## src/rtl/tdc_sequencer.sv

```systemverilog
// Single-channel TDC measurement sequencer: start pulse, coarse count to the
// synchronized stop edge, fine-code capture, front-end clear, valid/ready result.
module tdc_sequencer #(
  parameter int COARSE_W       = 16,
  parameter int FINE_W         = 5,
  parameter int TIMEOUT_CYCLES = 1000,
  parameter int FINE_TIMEOUT   = 16,
  parameter int SYNC_STAGES    = 2,
  parameter int CLEAR_CYCLES   = 2
) (
  input  logic                       clk,
  input  logic                       reset_n,
  input  logic                       i_enable,
  input  logic                       i_start_req,
  input  logic                       i_stop_hit,
  input  logic                       i_fine_valid,
  input  logic [FINE_W-1:0]          i_fine_code,
  output logic                       o_tdc_start,
  output logic                       o_tdc_clear,
  output logic                       o_busy,
  output logic                       o_valid,
  input  logic                       i_ready,
  output logic [COARSE_W+FINE_W-1:0] o_result,
  output logic                       o_timeout
);

  localparam int CNT_MAX = (FINE_TIMEOUT > CLEAR_CYCLES) ? FINE_TIMEOUT : CLEAR_CYCLES;
  localparam int CNT_W   = $clog2(CNT_MAX + 1);
  localparam logic [COARSE_W-1:0] COARSE_LAST = COARSE_W'(TIMEOUT_CYCLES - 1);
  localparam logic [CNT_W-1:0]    FINE_LAST   = CNT_W'(FINE_TIMEOUT - 1);
  localparam logic [CNT_W-1:0]    CLEAR_LAST  = CNT_W'(CLEAR_CYCLES - 1);

  typedef enum logic [2:0] {
    S_IDLE      = 3'd0,
    S_START     = 3'd1,
    S_COUNT     = 3'd2,
    S_WAIT_FINE = 3'd3,
    S_CLEAR     = 3'd4,
    S_DONE      = 3'd5
  } state_t;

  state_t                 r_state, w_next_state;
  logic [SYNC_STAGES-1:0] r_sync;
  logic                   w_stop_flag;
  logic [COARSE_W-1:0]    r_coarse, w_coarse_nxt;
  logic [FINE_W-1:0]      r_fine, w_fine_nxt;
  logic                   r_timeout, w_timeout_nxt;
  logic                   r_abort, w_abort_nxt;
  logic [CNT_W-1:0]       r_cnt, w_cnt_nxt;
  logic                   r_tdc_start, r_tdc_clear, r_busy, r_valid;

  // Stop synchronizer; the last stage doubles as the edge-detect history bit.
  always_ff @(posedge clk or negedge reset_n) begin
    if (!reset_n) begin
      r_sync <= {SYNC_STAGES{1'b0}};
    end else begin
      r_sync <= {r_sync[SYNC_STAGES-2:0], i_stop_hit};
    end
  end

  assign w_stop_flag = r_sync[SYNC_STAGES-2] & ~r_sync[SYNC_STAGES-1];

  // State register.
  always_ff @(posedge clk or negedge reset_n) begin
    if (!reset_n) begin
      r_state <= S_IDLE;
    end else begin
      r_state <= w_next_state;
    end
  end

  // Next-state and next-datapath logic.
  always_comb begin
    w_next_state  = r_state;
    w_coarse_nxt  = r_coarse;
    w_fine_nxt    = r_fine;
    w_timeout_nxt = r_timeout;
    w_abort_nxt   = r_abort;
    case (r_state)
      S_IDLE: begin
        if (i_enable && i_start_req) w_next_state = S_START;
        else                         w_next_state = S_IDLE;
      end
      S_START: begin
        w_coarse_nxt  = {COARSE_W{1'b0}};
        w_fine_nxt    = {FINE_W{1'b0}};
        w_timeout_nxt = 1'b0;
        w_abort_nxt   = !i_enable;
        if (!i_enable) w_next_state = S_CLEAR;
        else           w_next_state = S_COUNT;
      end
      S_COUNT: begin
        if (!i_enable) begin
          w_abort_nxt  = 1'b1;
          w_next_state = S_CLEAR;
        end else if (w_stop_flag) begin
          w_next_state = S_WAIT_FINE;
        end else if (r_coarse == COARSE_LAST) begin
          w_coarse_nxt  = {COARSE_W{1'b1}};
          w_fine_nxt    = {FINE_W{1'b0}};
          w_timeout_nxt = 1'b1;
          w_next_state  = S_CLEAR;
        end else begin
          w_coarse_nxt = r_coarse + COARSE_W'(1);
        end
      end
      S_WAIT_FINE: begin
        if (!i_enable) begin
          w_abort_nxt  = 1'b1;
          w_next_state = S_CLEAR;
        end else if (i_fine_valid) begin
          w_fine_nxt   = i_fine_code;
          w_next_state = S_CLEAR;
        end else if (r_cnt == FINE_LAST) begin
          w_fine_nxt    = {FINE_W{1'b1}};
          w_timeout_nxt = 1'b1;
          w_next_state  = S_CLEAR;
        end else begin
          w_next_state = S_WAIT_FINE;
        end
      end
      S_CLEAR: begin
        if (r_cnt == CLEAR_LAST) w_next_state = r_abort ? S_IDLE : S_DONE;
        else                     w_next_state = S_CLEAR;
      end
      S_DONE: begin
        if (i_ready) w_next_state = S_IDLE;
        else         w_next_state = S_DONE;
      end
      default: begin
        w_next_state = S_IDLE;
      end
    endcase
    w_cnt_nxt = (w_next_state != r_state) ? {CNT_W{1'b0}} : r_cnt + CNT_W'(1);
  end

  // Datapath and output flops; strobes follow the state being entered.
  always_ff @(posedge clk or negedge reset_n) begin
    if (!reset_n) begin
      r_coarse    <= {COARSE_W{1'b0}};
      r_fine      <= {FINE_W{1'b0}};
      r_timeout   <= 1'b0;
      r_abort     <= 1'b0;
      r_cnt       <= {CNT_W{1'b0}};
      r_tdc_start <= 1'b0;
      r_tdc_clear <= 1'b0;
      r_busy      <= 1'b0;
      r_valid     <= 1'b0;
    end else begin
      r_coarse    <= w_coarse_nxt;
      r_fine      <= w_fine_nxt;
      r_timeout   <= w_timeout_nxt;
      r_abort     <= w_abort_nxt;
      r_cnt       <= w_cnt_nxt;
      r_tdc_start <= (w_next_state == S_START);
      r_tdc_clear <= (w_next_state == S_CLEAR);
      r_busy      <= (w_next_state != S_IDLE);
      r_valid     <= (w_next_state == S_DONE);
    end
  end

  assign o_tdc_start = r_tdc_start;
  assign o_tdc_clear = r_tdc_clear;
  assign o_busy      = r_busy;
  assign o_valid     = r_valid;
  assign o_result    = {r_coarse, r_fine};
  assign o_timeout   = r_timeout;

endmodule

```

## config.mk

```make
export PLATFORM = sky130hd
export DESIGN_NAME = tdc_sequencer
export DESIGN_NICKNAME = d
export VERILOG_FILES = /design/src/rtl/tdc_sequencer.sv
export SDC_FILE = /design/constraint.sdc
export NUM_CORES = 1
export LEC_CHECK = 0
export ABC_AREA = 1
export CELL_PAD_IN_SITES_DETAIL_PLACEMENT = 1
export CELL_PAD_IN_SITES_GLOBAL_PLACEMENT = 2
export CORE_AREA = 2 2 106 82
export DETAILED_ROUTE_END_ITERATION = 16
export DIE_AREA = 0 0 108 84
export PLACE_DENSITY = 0.85
export SLEW_MARGIN = 15
export SYNTH_ARGS = -nofsm -noshare
export SYNTH_HDL_FRONTEND = slang
export SYNTH_SLANG_ARGS = --single-unit
```

## constraint.sdc

```tcl
create_clock -name clk -period 1.65 [get_ports clk]
set_clock_uncertainty 0.05 [all_clocks]
set_input_delay 0.2475 -clock clk [delete_from_list [all_inputs] [get_ports clk]]
set_output_delay 0.2475 -clock clk [all_outputs]
set_load 0.05 [all_outputs]
```

==> run_results.csv, run 1 <==
group,metric,value,unit
floorplanning,floorplan.die.width,108,um
setup_path,crit_path_end_kind,"register",
layout,nets,380,
timing,setup-tns-final,-1740,ps
route,post-route-drc-count,0,
synth,ys.flop_type,"sky130_fd_sc_hd__dfrtp_1",
global_routing,total_overflow_reported_by_the_global_router,0,
synth,postSynthCellCount,280,
pwr,power.sequential.fraction,31.6,%
layout,antenna_fix_cells,0,
placed_design,hpwlAfterDp,5044,um
pwr,maximum_vdd_ir_drop,0.5133,mV
placed_design,pre_cts_ws,-133.7,ps
global_routing,antenna_violations_before_repair,0,
timing,drv_slew,0,
global_routing,pin_count_of_the_biggest_net_entering_global_routing,25,
route,route.final.wire_length,6819,um
floorplanning,io_pins,38,
synth,ys_async_sr_fraction,100.0,%
setup_path,crit_arrival,2030,ps
setup_path,timing.critical_path.cells,"ha_2, nand2_1, nor2_1, ha_2, nor2_4, inv_2, nand2_2, nand3_2, nor2_2, nand3_1, nand2_1, nand2_2, nor2_1",
route,ant_nets,0,
timing,fin_crit_sh,112.5,%
floorplanning,row_count,29,
pwr,netSwitchingPower,1.709,mW
pwr,comb_power_share,51.5,%
route,drt-pass1-iter-count,4,
pwr,sw_frac_of_total,45.46,%
synth,synth-seq-cells,37,
layout,finish.cell_count_without_fillers,473,
floorplanning,die_y,84,um
clock_network,clock_tree.htree_level_count,2,
setup_path,critical_setup_path_class,"reg2reg",
pwr,intPower,2.050,mW
timing,timing.final.hold_violations,0,
clock_network,clockRootBuffer,"sky130_fd_sc_hd__clkbuf_8",
setup_path,cp_peak_stage_delay,390,ps
synth,synth.cell_area,2120,um^2
global_routing,global_route_wire_length_before_repair,10700,um
synth,synth_top_area_share,43.68,%
synth,synth_warnings,0,
placed_design,buffer_ports.inserted,37,
floorplanning,initial_core_util,25.96,%
route,avgViaCountPerCell,4.607,
route,post_drt_wl_per_cell,14.42,um
route,detail_route.iter0.violations,72,
layout,drive_gt1_share,36.16,%
status,failed_checks,"setup timing",
pwr,clock_power_share,16.9,%
synth,synth.yosys.seq_area_share,43.68,%
clock_network,clock_tree.buffer_depth,2,
placed_design,post-place-cells,454,
timing,clock.fmax,538.6,MHz
synth,yosys.cell_types.count,27,
hold_path,hold_crit_path_type,"reg2reg",
timing,grt_setup_unrepaired,"true",
placed_design,finalWeightedCongestion,0.8118,
setup_path,worstPathRequired,1830,ps
synth,number_of_synthesized_flops_with_an_enable_pin,0,
setup_path,timing.critical_path.fanout_max,5,
setup_path,worst-r2r-setup-slack,-210,ps
global_routing,total_routing_usage_gr,14.94,%
synth,postSynthNetCount,296,
layout,layout-area-overhead-vs-synth,48.29,%
timing,min_period,1857,ps
floorplanning,core_area,8164,um^2
layout,num-fill-cells,994,
timing,worst_case_hold_slack,338.0,ps
route,num_vias,2179,
run,maxCapViolCount,0,
clock_network,cts_num_sinks,37,
clock_network,cts_made_buffers,5,
clock_network,cts_tree,"yes",
clock_network,cts.reportedPaths.clkPinSlew,80,ps
global_routing,grt_pass1_vias,2177,
clock_network,clock_latency,290,ps
timing,timing.final.ws_setup,-206.6,ps
timing,worst_pin_slew,469.2,ps
status,status,"complete, but fails checks",
setup_path,worst_path_max_delay_cell,"sky130_fd_sc_hd__dfrtp_1",
setup_path,worstSetupStartpointType,"register",
pwr,reported_leakage_power,1.489,nW
synth,postSynthAreaPerCell,7.570,um^2
timing,relSlewSlack,68.39,%
pwr,p_per_area,1196,nW/um^2
timing,finalSetupViolCount,13,
floorplanning,floorplan.die_area,9072,um^2
synth,post_synth_main_area_contributors,"sky130_fd_sc_hd__dfrtp_1, sky130_fd_sc_hd__nand2_1, sky130_fd_sc_hd__nor2_1, sky130_fd_sc_hd__inv_1, sky130_fd_sc_hd__nand3_1",
synth,post-synth-top-area-cell,"sky130_fd_sc_hd__dfrtp_1",
[power by group through the flow]
stage	clock network (mW)	logic [mW]	registers, mW
3_3_place_gp	0	1.66	1.20
5_1_grt	0.698	2.12	1.21
2_1_floorplan	0	0.807	1.48
3_5_place_dp	0	1.69	1.20
6_report	0.634	1.94	1.19
4_1_cts	0.667	1.73	1.19
[kinds of logic (layout without fill, tap and decap cells)]
group                    Yosys count  count (layout)  synth area share (%)
AO/OA/AOI/OAI                     35              35                 9.328
XOR/XNOR                           7               7                 2.893
adder cells (fa/ha/maj)            4               4                 2.361
buffers and inverters             40             124                 7.792
flip-flops                        37              37                 43.68
AND/OR/NAND/NOR                  157             158                 33.94
[final cells by class]
type	instances	area (um^2)	share of cell area (%)
tap	108	135.1	4.299
sequential	37	940.9	29.94
clock buffer	6	72.57	2.309
timing repair buffer	78	680.7	21.66
clock inverter	2	10.01	0.3185
inverter	38	147.6	4.697
multi-input combinational	204	1156	36.78
[worst max-delay path: cells and delay by family, from the launching register on]
family	cells	cell delay (ps)
DFF	1	390
buffers and inverters	1	50
and+or+nand+nor	10	930
adders and majority gates	2	380
[cells in the mapped netlist (4+ instances only)]
library cell              instances
sky130_fd_sc_hd__nand2_1         72
sky130_fd_sc_hd__dfrtp_1         37
sky130_fd_sc_hd__nor2_1          35
sky130_fd_sc_hd__inv_1           34
sky130_fd_sc_hd__nand3_1         23
sky130_fd_sc_hd__o21ai_1         14
sky130_fd_sc_hd__o21ai_0         12
sky130_fd_sc_hd__nand4_1          8
sky130_fd_sc_hd__nor3_1           6
sky130_fd_sc_hd__xor2_1           5
sky130_fd_sc_hd__a21oi_1          4
sky130_fd_sc_hd__ha_1             4
sky130_fd_sc_hd__inv_2            4
[placed cells by master (no fill, tap or decap), types with 2 or more instances in the layout]
master and count:
sky130_fd_sc_hd__clkdlybuf4s50_1 10, sky130_fd_sc_hd__o21ai_1 13, sky130_fd_sc_hd__inv_2 5, sky130_fd_sc_hd__nand4_1 8
sky130_fd_sc_hd__nor2_1 24, sky130_fd_sc_hd__buf_4 59, sky130_fd_sc_hd__nand2_4 2, sky130_fd_sc_hd__a21oi_1 4
sky130_fd_sc_hd__xor2_1 5, sky130_fd_sc_hd__dfrtp_2 12, sky130_fd_sc_hd__ha_4 2, sky130_fd_sc_hd__inv_4 2
sky130_fd_sc_hd__o22ai_1 2, sky130_fd_sc_hd__dfrtp_1 25, sky130_fd_sc_hd__clkinv_2 2, sky130_fd_sc_hd__ha_2 2
sky130_fd_sc_hd__buf_6 2, sky130_fd_sc_hd__inv_1 31, sky130_fd_sc_hd__clkbuf_8 5, sky130_fd_sc_hd__nor2_4 4
sky130_fd_sc_hd__nor3_1 6, sky130_fd_sc_hd__nand3_1 21, sky130_fd_sc_hd__buf_12 5, sky130_fd_sc_hd__nand2_2 9
sky130_fd_sc_hd__o21ai_0 11, sky130_fd_sc_hd__nor2_2 12, sky130_fd_sc_hd__nand2_1 65, sky130_fd_sc_hd__nand3_2 2
sky130_fd_sc_hd__xnor2_1 2
[per-layer routing]
layer	track usage, %	vias up	wire (um)
met4	4.196	0	96
met1	21.45	1070	3416
li1	-	1072	-
met2	23.16	31	3135
met3	2.342	6	170
met5	0	-	0
[final timing paths]
kind | startpoint | to | cells after the start
max in group asynchronous | reset_n | r_coarse[12] | 3
min in group asynchronous | reset_n | r_coarse[3] | 2
setup reg to reg | r_cnt[0] | r_cnt[1] | 13
setup / recovery | r_cnt[0] | r_cnt[1] | 13
hold reg to reg | r_sync[0] | r_sync[1] | 0
hold / removal | r_sync[0] | r_sync[1] | 0
[through the flow]
step                total power, mW  utilization [%]  area, um^2
floorplan                     2.283                -        2163
global route                  4.037            38.50        3143
CTS                           3.578            36.61        2989
global placement              2.856            35.17        2872
detailed placement            2.888            35.17        2872
finish                        3.759            38.50        3143
[flip-flops by register name, indices dropped and copies added, names as in the netlist]
| register | flops |
|---|---|
| o_busy | 1 |
| o_tdc_start | 1 |
| r_state | 3 |
| o_timeout | 1 |
| r_coarse | 16 |
| r_fine | 5 |
| o_tdc_clear | 1 |
| o_valid | 1 |
| r_abort | 1 |
| r_sync | 2 |
| r_cnt | 5 |
[what timing repair did]
item	in CTS	in global routing
setup endpoints to repair	13	21
buffers inserted	2	8
pin swaps	12	18
hold buffers	1	0
gates cloned	0	1
gates resized for setup	3	29
hold endpoints to repair	13	0
No activity file was read; power rests on OpenSTA's default activity.
==> run 2: changes to the inputs <==
Settings changed: CORE_AREA 2 2 106 82 to 2 2 97 76, DIE_AREA 0 0 108 84 to 0 0 99 78, DONT_BUFFER_PORTS set to 1, PLACE_DENSITY 0.85 to 0.83.
==> run_results.csv, run 2 (synthesis results as in run 1) <==
group,metric,value,unit
setup_path,crit_arrival,1910,ps
setup_path,worst-r2r-setup-slack,-130,ps
layout,most-common-layout-cells,"sky130_fd_sc_hd__nand2_1, sky130_fd_sc_hd__buf_4, sky130_fd_sc_hd__inv_1",
timing,relSlewSlack,66.36,%
hold_path,timing.hold.worst.start,"i_enable",
clock_network,cts_num_sinks,37,
setup_path,timing.critical_path.fanout_max,5,
status,status,"complete, but fails checks",
route,num_vias,2113,
floorplanning,io_pins,38,
route,post-route-drc-count,0,
global_routing,grt_pass1_vias,2105,
route,post_drt_wl_per_cell,16.46,um
clock_network,cts_tree,"yes",
setup_path,cp_peak_stage_delay,420,ps
route,wl_met3,310,um
clock_network,cts_made_buffers,5,
setup_path,rr_endpoint,"r_cnt[2]",
status,failed_checks,"setup timing",
route,detail_route.iter0.violations,134,
route,top_layer_used,"met4",
hold_path,hold-path-endpoint,"o_tdc_start",
layout,utilization,45.31,%
global_routing,pin_count_of_the_biggest_net_entering_global_routing,38,
layout,layout-area-overhead-vs-synth,42.56,%
route,detail_route.wirelength.met1,3317,um
clock_network,cts.reportedPaths.clkPinSlew,80,ps
floorplanning,floorplan.die_area,7722,um^2
timing,grt_setup_unrepaired,"true",
timing,worst_pin_slew,504.7,ps
timing,min_period,1784,ps
global_routing,total_overflow_reported_by_the_global_router,0,
pwr,p_per_area,1375,nW/um^2
timing,fin_crit_sh,108.1,%
setup_path,worst_path_max_delay_cell,"sky130_fd_sc_hd__dfrtp_1",
route,route.final.wire_length,6978,um
route,drt-pass1-iter-count,4,
layout,top_regs,"r_coarse (16), r_cnt (5), r_fine (5)",
timing,finalSetupViolCount,24,
hold_path,hold_crit_path_type,"in2reg",
placed_design,hpwlAfterDp,4920,um
layout,nets,355,
placed_design,buffer_ports.inserted,0,
timing,timing.final.hold_violations,0,
clock_network,clockRootBuffer,"sky130_fd_sc_hd__clkbuf_8",
setup_path,crit_path_end_kind,"register",
timing,drv_slew,0,
setup_path,timing.critical_path.max_delay_family,"simple AND/OR/NAND/NOR gates",
setup_path,worstPathRequired,1780,ps
route,ant_nets,0,
setup_path,path_buf_inv,0,
setup_path,timing.critical_path.cells,"ha_4, nand2_4, nor2_4, ha_4, nor2_4, nand3_1, nand2_2, nor2_4, nand3_1, nand2_1, nand2_4, nor2_1",
floorplanning,row_count,26,
layout,drive_gt1_share,39.12,%
clock_network,clock_tree.htree_level_count,2,
timing,timing.final.ws_setup,-134.3,ps
run,maxCapViolCount,0,
clock_network,clock_latency,290,ps
setup_path,critical_path.reg2reg.startpoint,"r_cnt[0]",
layout,largest_register_ffs,16,
layout,mostFrequentLayoutCell,"sky130_fd_sc_hd__nand2_1",
setup_path,r2r.worst_path.cells,12,
global_routing,global_route_wire_length_before_repair,10830,um
layout,antenna_fix_cells,0,
setup_path,worstSetupStartpointType,"register",
pwr,maximum_vdd_ir_drop,0.6695,mV
floorplanning,die_y,78,um
timing,clock.fmax,560.4,MHz
setup_path,critical_setup_path_class,"reg2reg",
floorplanning,core_area,6669,um^2
global_routing,antenna_violations_before_repair,0,
timing,setup-tns-final,-1564,ps
global_routing,total_routing_usage_gr,17.73,%
layout,register_name_with_the_most_flops,"r_coarse",
setup_path,path_common_cell,"sky130_fd_sc_hd__nor2_4",
floorplanning,floorplan.die.width,99,um
clock_network,clock_tree.buffer_depth,2,
floorplanning,initial_core_util,31.78,%
pwr,reported_leakage_power,1.433,nW
hold_path,whs_path_depth,2,
route,avgViaCountPerCell,4.983,
route,sum_of_met2_wire_segment_lengths_after_detailed_routing,3252,um
placed_design,finalWeightedCongestion,0.8869,
[run 2: cell types whose count changed in the layout (fill, tap and decap cells not counted), moves of 3 or more]
cell / change
sky130_fd_sc_hd__buf_4: -14
sky130_fd_sc_hd__nand2_1: -11
sky130_fd_sc_hd__clkdlybuf4s50_1: -10
sky130_fd_sc_hd__nand2_2: +8
sky130_fd_sc_hd__o21ai_2: +4
sky130_fd_sc_hd__buf_12: -3
sky130_fd_sc_hd__nand2_4: +3
sky130_fd_sc_hd__nor2_4: +3
sky130_fd_sc_hd__o21ai_1: -3
[run 2: power breakdown]
| group | internal (mW) | switching (mW) | leakage (nW) |
|---|---|---|---|
| combinational | 0.703 | 1.11 | 0.884 |
| clock | 0.601 | 0.354 | 0.0681 |
| sequential | 1.06 | 0.321 | 0.481 |
[run 2: layer usage]
layer  vias up  GRT usage [%]
li1       1026              -
met1      1033          24.23
met2        46          28.31
met3         8          4.595
met4         0          3.699
met5         -              0
[run 2: repair_timing]
item | 4_1_cts | 5_1_grt
setup buffers | 2 | 7
cloned | 1 | 0
endpoints found under the hold margin | 38 | 0
pin swaps | 12 | 22
resized for setup | 12 | 46
endpoints found under the setup margin | 13 | 32
hold buffers | 3 | 0
[run 2: per-stage QoR]
step           std cells  total power [mW]  hold WS [ps]  setup slack, ps  area, um^2
6_report             424             4.155         17.94           -134.3        3022
5_1_grt              424             4.426         18.18           -214.8        3022
4_1_cts              417             3.878         9.575           -179.8        2810
3_5_place_dp         403             2.771        -97.02           -177.6        2566
3_3_place_gp         403             2.726        -96.84           -43.18        2566
2_1_floorplan        280             2.283        -98.09           -23.52        2163
[run 2: worst reg2reg max path: cells and delay by family, from the launching register on]
| family | cells | cell delay [ps] |
|---|---|---|
| flip-flops | 1 | 420 |
| adder cells (fa/ha/maj) | 2 | 350 |
| AND/OR/NAND/NOR | 10 | 850 |
[run 2: worst max-delay path by stage]
stage / from / endpoint / slack (ps) / depth (start not counted)
2_1_floorplan: r_coarse[0] / r_coarse[12] / -20 / 10
3_3_place_gp: r_cnt[0] / r_cnt[0] / -40 / 13
3_5_place_dp: r_cnt[1] / o_tdc_clear / -180 / 11
4_1_cts: r_cnt[1] / r_fine[1] / -180 / 10
5_1_grt: r_cnt[1] / r_cnt[3] / -210 / 12
6_report: r_cnt[0] / r_cnt[2] / -130 / 12
[run 2: final cells by class]
type	instances	area, um^2
Inverter	38	145.1
Clock buffer	5	68.82
Sequential cell	37	939.7
Clock inverter	3	65.06
Fill cell	811	3647
Tap cell	84	105.1
Multi-Input combinational cell	204	1255
Timing Repair Buffer	53	442.9
==> run 3: changes to the inputs <==
Settings changed: CORE_AREA 2 2 97 76 to 2 2 85 87, DIE_AREA 0 0 99 78 to 0 0 87 89.
==> run_results.csv, run 3 (synthesis results as in run 1) <==
group,metric,value,unit
status,status,"complete, but fails checks",
status,failed_checks,"setup timing",
timing,worst_pin_slew,485.1,ps
clock_network,cts.reportedPaths.clkPinSlew,70,ps
layout,top_regs,"r_coarse (16), r_cnt (5), r_fine (5)",
route,avgViaCountPerCell,4.922,
layout,antenna_fix_cells,0,
setup_path,crit_arrival,1870,ps
placed_design,buffer_ports.inserted,0,
clock_network,clock_tree.htree_level_count,2,
pwr,sw_frac_of_total,42.69,%
global_routing,antenna_violations_before_repair,0,
timing,finalSetupViolCount,11,
global_routing,total_routing_usage_gr,17.15,%
hold_path,hold_crit_path_type,"in2reg",
layout,layout-area-overhead-vs-synth,32.53,%
timing,clock.fmax,589.1,MHz
timing,timing.final.ws_setup,-47.60,ps
clock_network,cts_num_sinks,37,
layout,most-common-layout-cells,"sky130_fd_sc_hd__nand2_1, sky130_fd_sc_hd__buf_4, sky130_fd_sc_hd__inv_1",
timing,min_period,1698,ps
route,route.final.wire_length,5998,um
layout,largest_register_ffs,16,
pwr,post-layout-total-power,3.709,mW
clock_network,cts_made_buffers,5,
timing,grt_setup_unrepaired,"true",
placed_design,finalWeightedCongestion,0.7990,
layout,drive_gt1_share,31.42,%
global_routing,total_overflow_reported_by_the_global_router,0,
setup_path,crit_path_end_kind,"register",
pwr,intPower,2.126,mW
route,post_drt_wl_per_cell,14.59,um
timing,fin_crit_sh,102.9,%
run,maxCapViolCount,0,
floorplanning,floorplan.die.width,87,um
pwr,clock_power_share,22.2,%
layout,mostFrequentLayoutCell,"sky130_fd_sc_hd__nand2_1",
pwr,power.sequential.fraction,37.6,%
global_routing,grt_pass1_vias,2114,
route,post-route-drc-count,0,
floorplanning,core_area,6719,um^2
clock_network,clock_tree.buffer_depth,2,
clock_network,cts_tree,"yes",
route,num_vias,2023,
global_routing,global_route_wire_length_before_repair,10310,um
setup_path,critical_setup_path_class,"reg2reg",
clock_network,clockRootBuffer,"sky130_fd_sc_hd__clkbuf_8",
setup_path,timing.critical_path.fanout_max,5,
floorplanning,initial_core_util,31.55,%
route,ant_nets,0,
floorplanning,row_count,30,
clock_network,clock_latency,290,ps
setup_path,worstSetupStartpointType,"register",
pwr,netSwitchingPower,1.583,mW
layout,num-fill-cells,821,
route,detail_route.iter0.violations,60,
pwr,reported_leakage_power,1.331,nW
placed_design,hpwlAfterDp,4681,um
timing,timing.final.hold_violations,0,
layout,nets,346,
floorplanning,die_y,89,um
timing,relSlewSlack,67.66,%
floorplanning,io_pins,38,
pwr,comb_power_share,40.2,%
timing,worst_case_hold_slack,24.27,ps
pwr,maximum_vdd_ir_drop,0.7871,mV
route,drt-pass1-iter-count,4,
placed_design,pre_cts_ws,-120.2,ps
layout,register_name_with_the_most_flops,"r_coarse",
global_routing,pin_count_of_the_biggest_net_entering_global_routing,38,
floorplanning,floorplan.die_area,7743,um^2
timing,drv_slew,0,
setup_path,worstPathRequired,1820,ps
pwr,p_per_area,1321,nW/um^2
run 3: power by group through the flow:
stage	logic, mW	clock network (mW)	registers, mW
after floorplan	0.807	0	1.48
after global placement	1.32	0	1.41
after detailed placement	1.35	0	1.41
after CTS	1.40	0.860	1.40
after global routing	1.69	0.886	1.42
final	1.49	0.824	1.40
run 3: metal layers:
layer | global-route usage, % | wire length, um | vias up
met5 | 0 | 0 | -
met4 | 4.261 | 46 | 0
met3 | 4.709 | 280 | 5
met2 | 31.71 | 3101 | 33
met1 | 19.55 | 2570 | 990
li1 | - | - | 995
run 3: what timing repair did:
item                                    in CTS  in global routing
hold buffers                                 3                  0
gates resized for setup                      4                 23
hold endpoints to repair                    38                  0
cloned                                       0                  0
buffers inserted                             1                  3
endpoints found under the setup margin      14                 23
pin swaps                                   14                 11
run 3: final cells by class:
type | count | area (um^2) | share of cell area, %
inverter | 38 | 142.6 | 5.078
clock buffer | 7 | 86.33 | 3.074
multi-input combinational | 203 | 1142 | 40.67
tap | 80 | 100.1 | 3.563
clock inverter | 1 | 30.03 | 1.069
timing repair buffer | 45 | 367.9 | 13.10
sequential | 37 | 939.7 | 33.45
run 3: final timing paths:
| check | from | end | slack (ps) | cells past startpoint |
|---|---|---|---|---|
| min reg2reg | r_sync[0] | r_sync[1] | 360 | 0 |
| min in group asynchronous | reset_n | r_coarse[3] | 350 | 2 |
| max in group asynchronous | reset_n | r_coarse[12] | 980 | 2 |
| min | i_enable | o_tdc_start | 20 | 2 |
| max | r_cnt[1] | r_cnt[3] | -50 | 13 |
| max reg2reg | r_cnt[1] | r_cnt[3] | -50 | 13 |
run 3: critical path, stage by stage (launching register included):
cell	delay, ps
sky130_fd_sc_hd__dfrtp_1	390
sky130_fd_sc_hd__ha_2	190
sky130_fd_sc_hd__nand2_1	50
sky130_fd_sc_hd__nor2_1	40
sky130_fd_sc_hd__ha_2	180
sky130_fd_sc_hd__nor2_4	110
sky130_fd_sc_hd__inv_1	50
sky130_fd_sc_hd__nand2_1	60
sky130_fd_sc_hd__nand3_1	60
sky130_fd_sc_hd__nor2_1	110
sky130_fd_sc_hd__nand3_1	90
sky130_fd_sc_hd__nand2_2	90
sky130_fd_sc_hd__nand2_4	70
sky130_fd_sc_hd__nor2_2	80
run 3: per-stage QoR:
step                instances  cell area (um^2)  setup TNS (ps)  utilization, %
floorplan                 280              2163          -32.61               -
global placement          396              2539          -347.2           37.78
detailed placement        396              2539          -933.3           37.78
CTS                       408              2715          -921.7           40.41
global route              411              2809           -2130           41.81
finish                    411              2809          -266.0           41.81
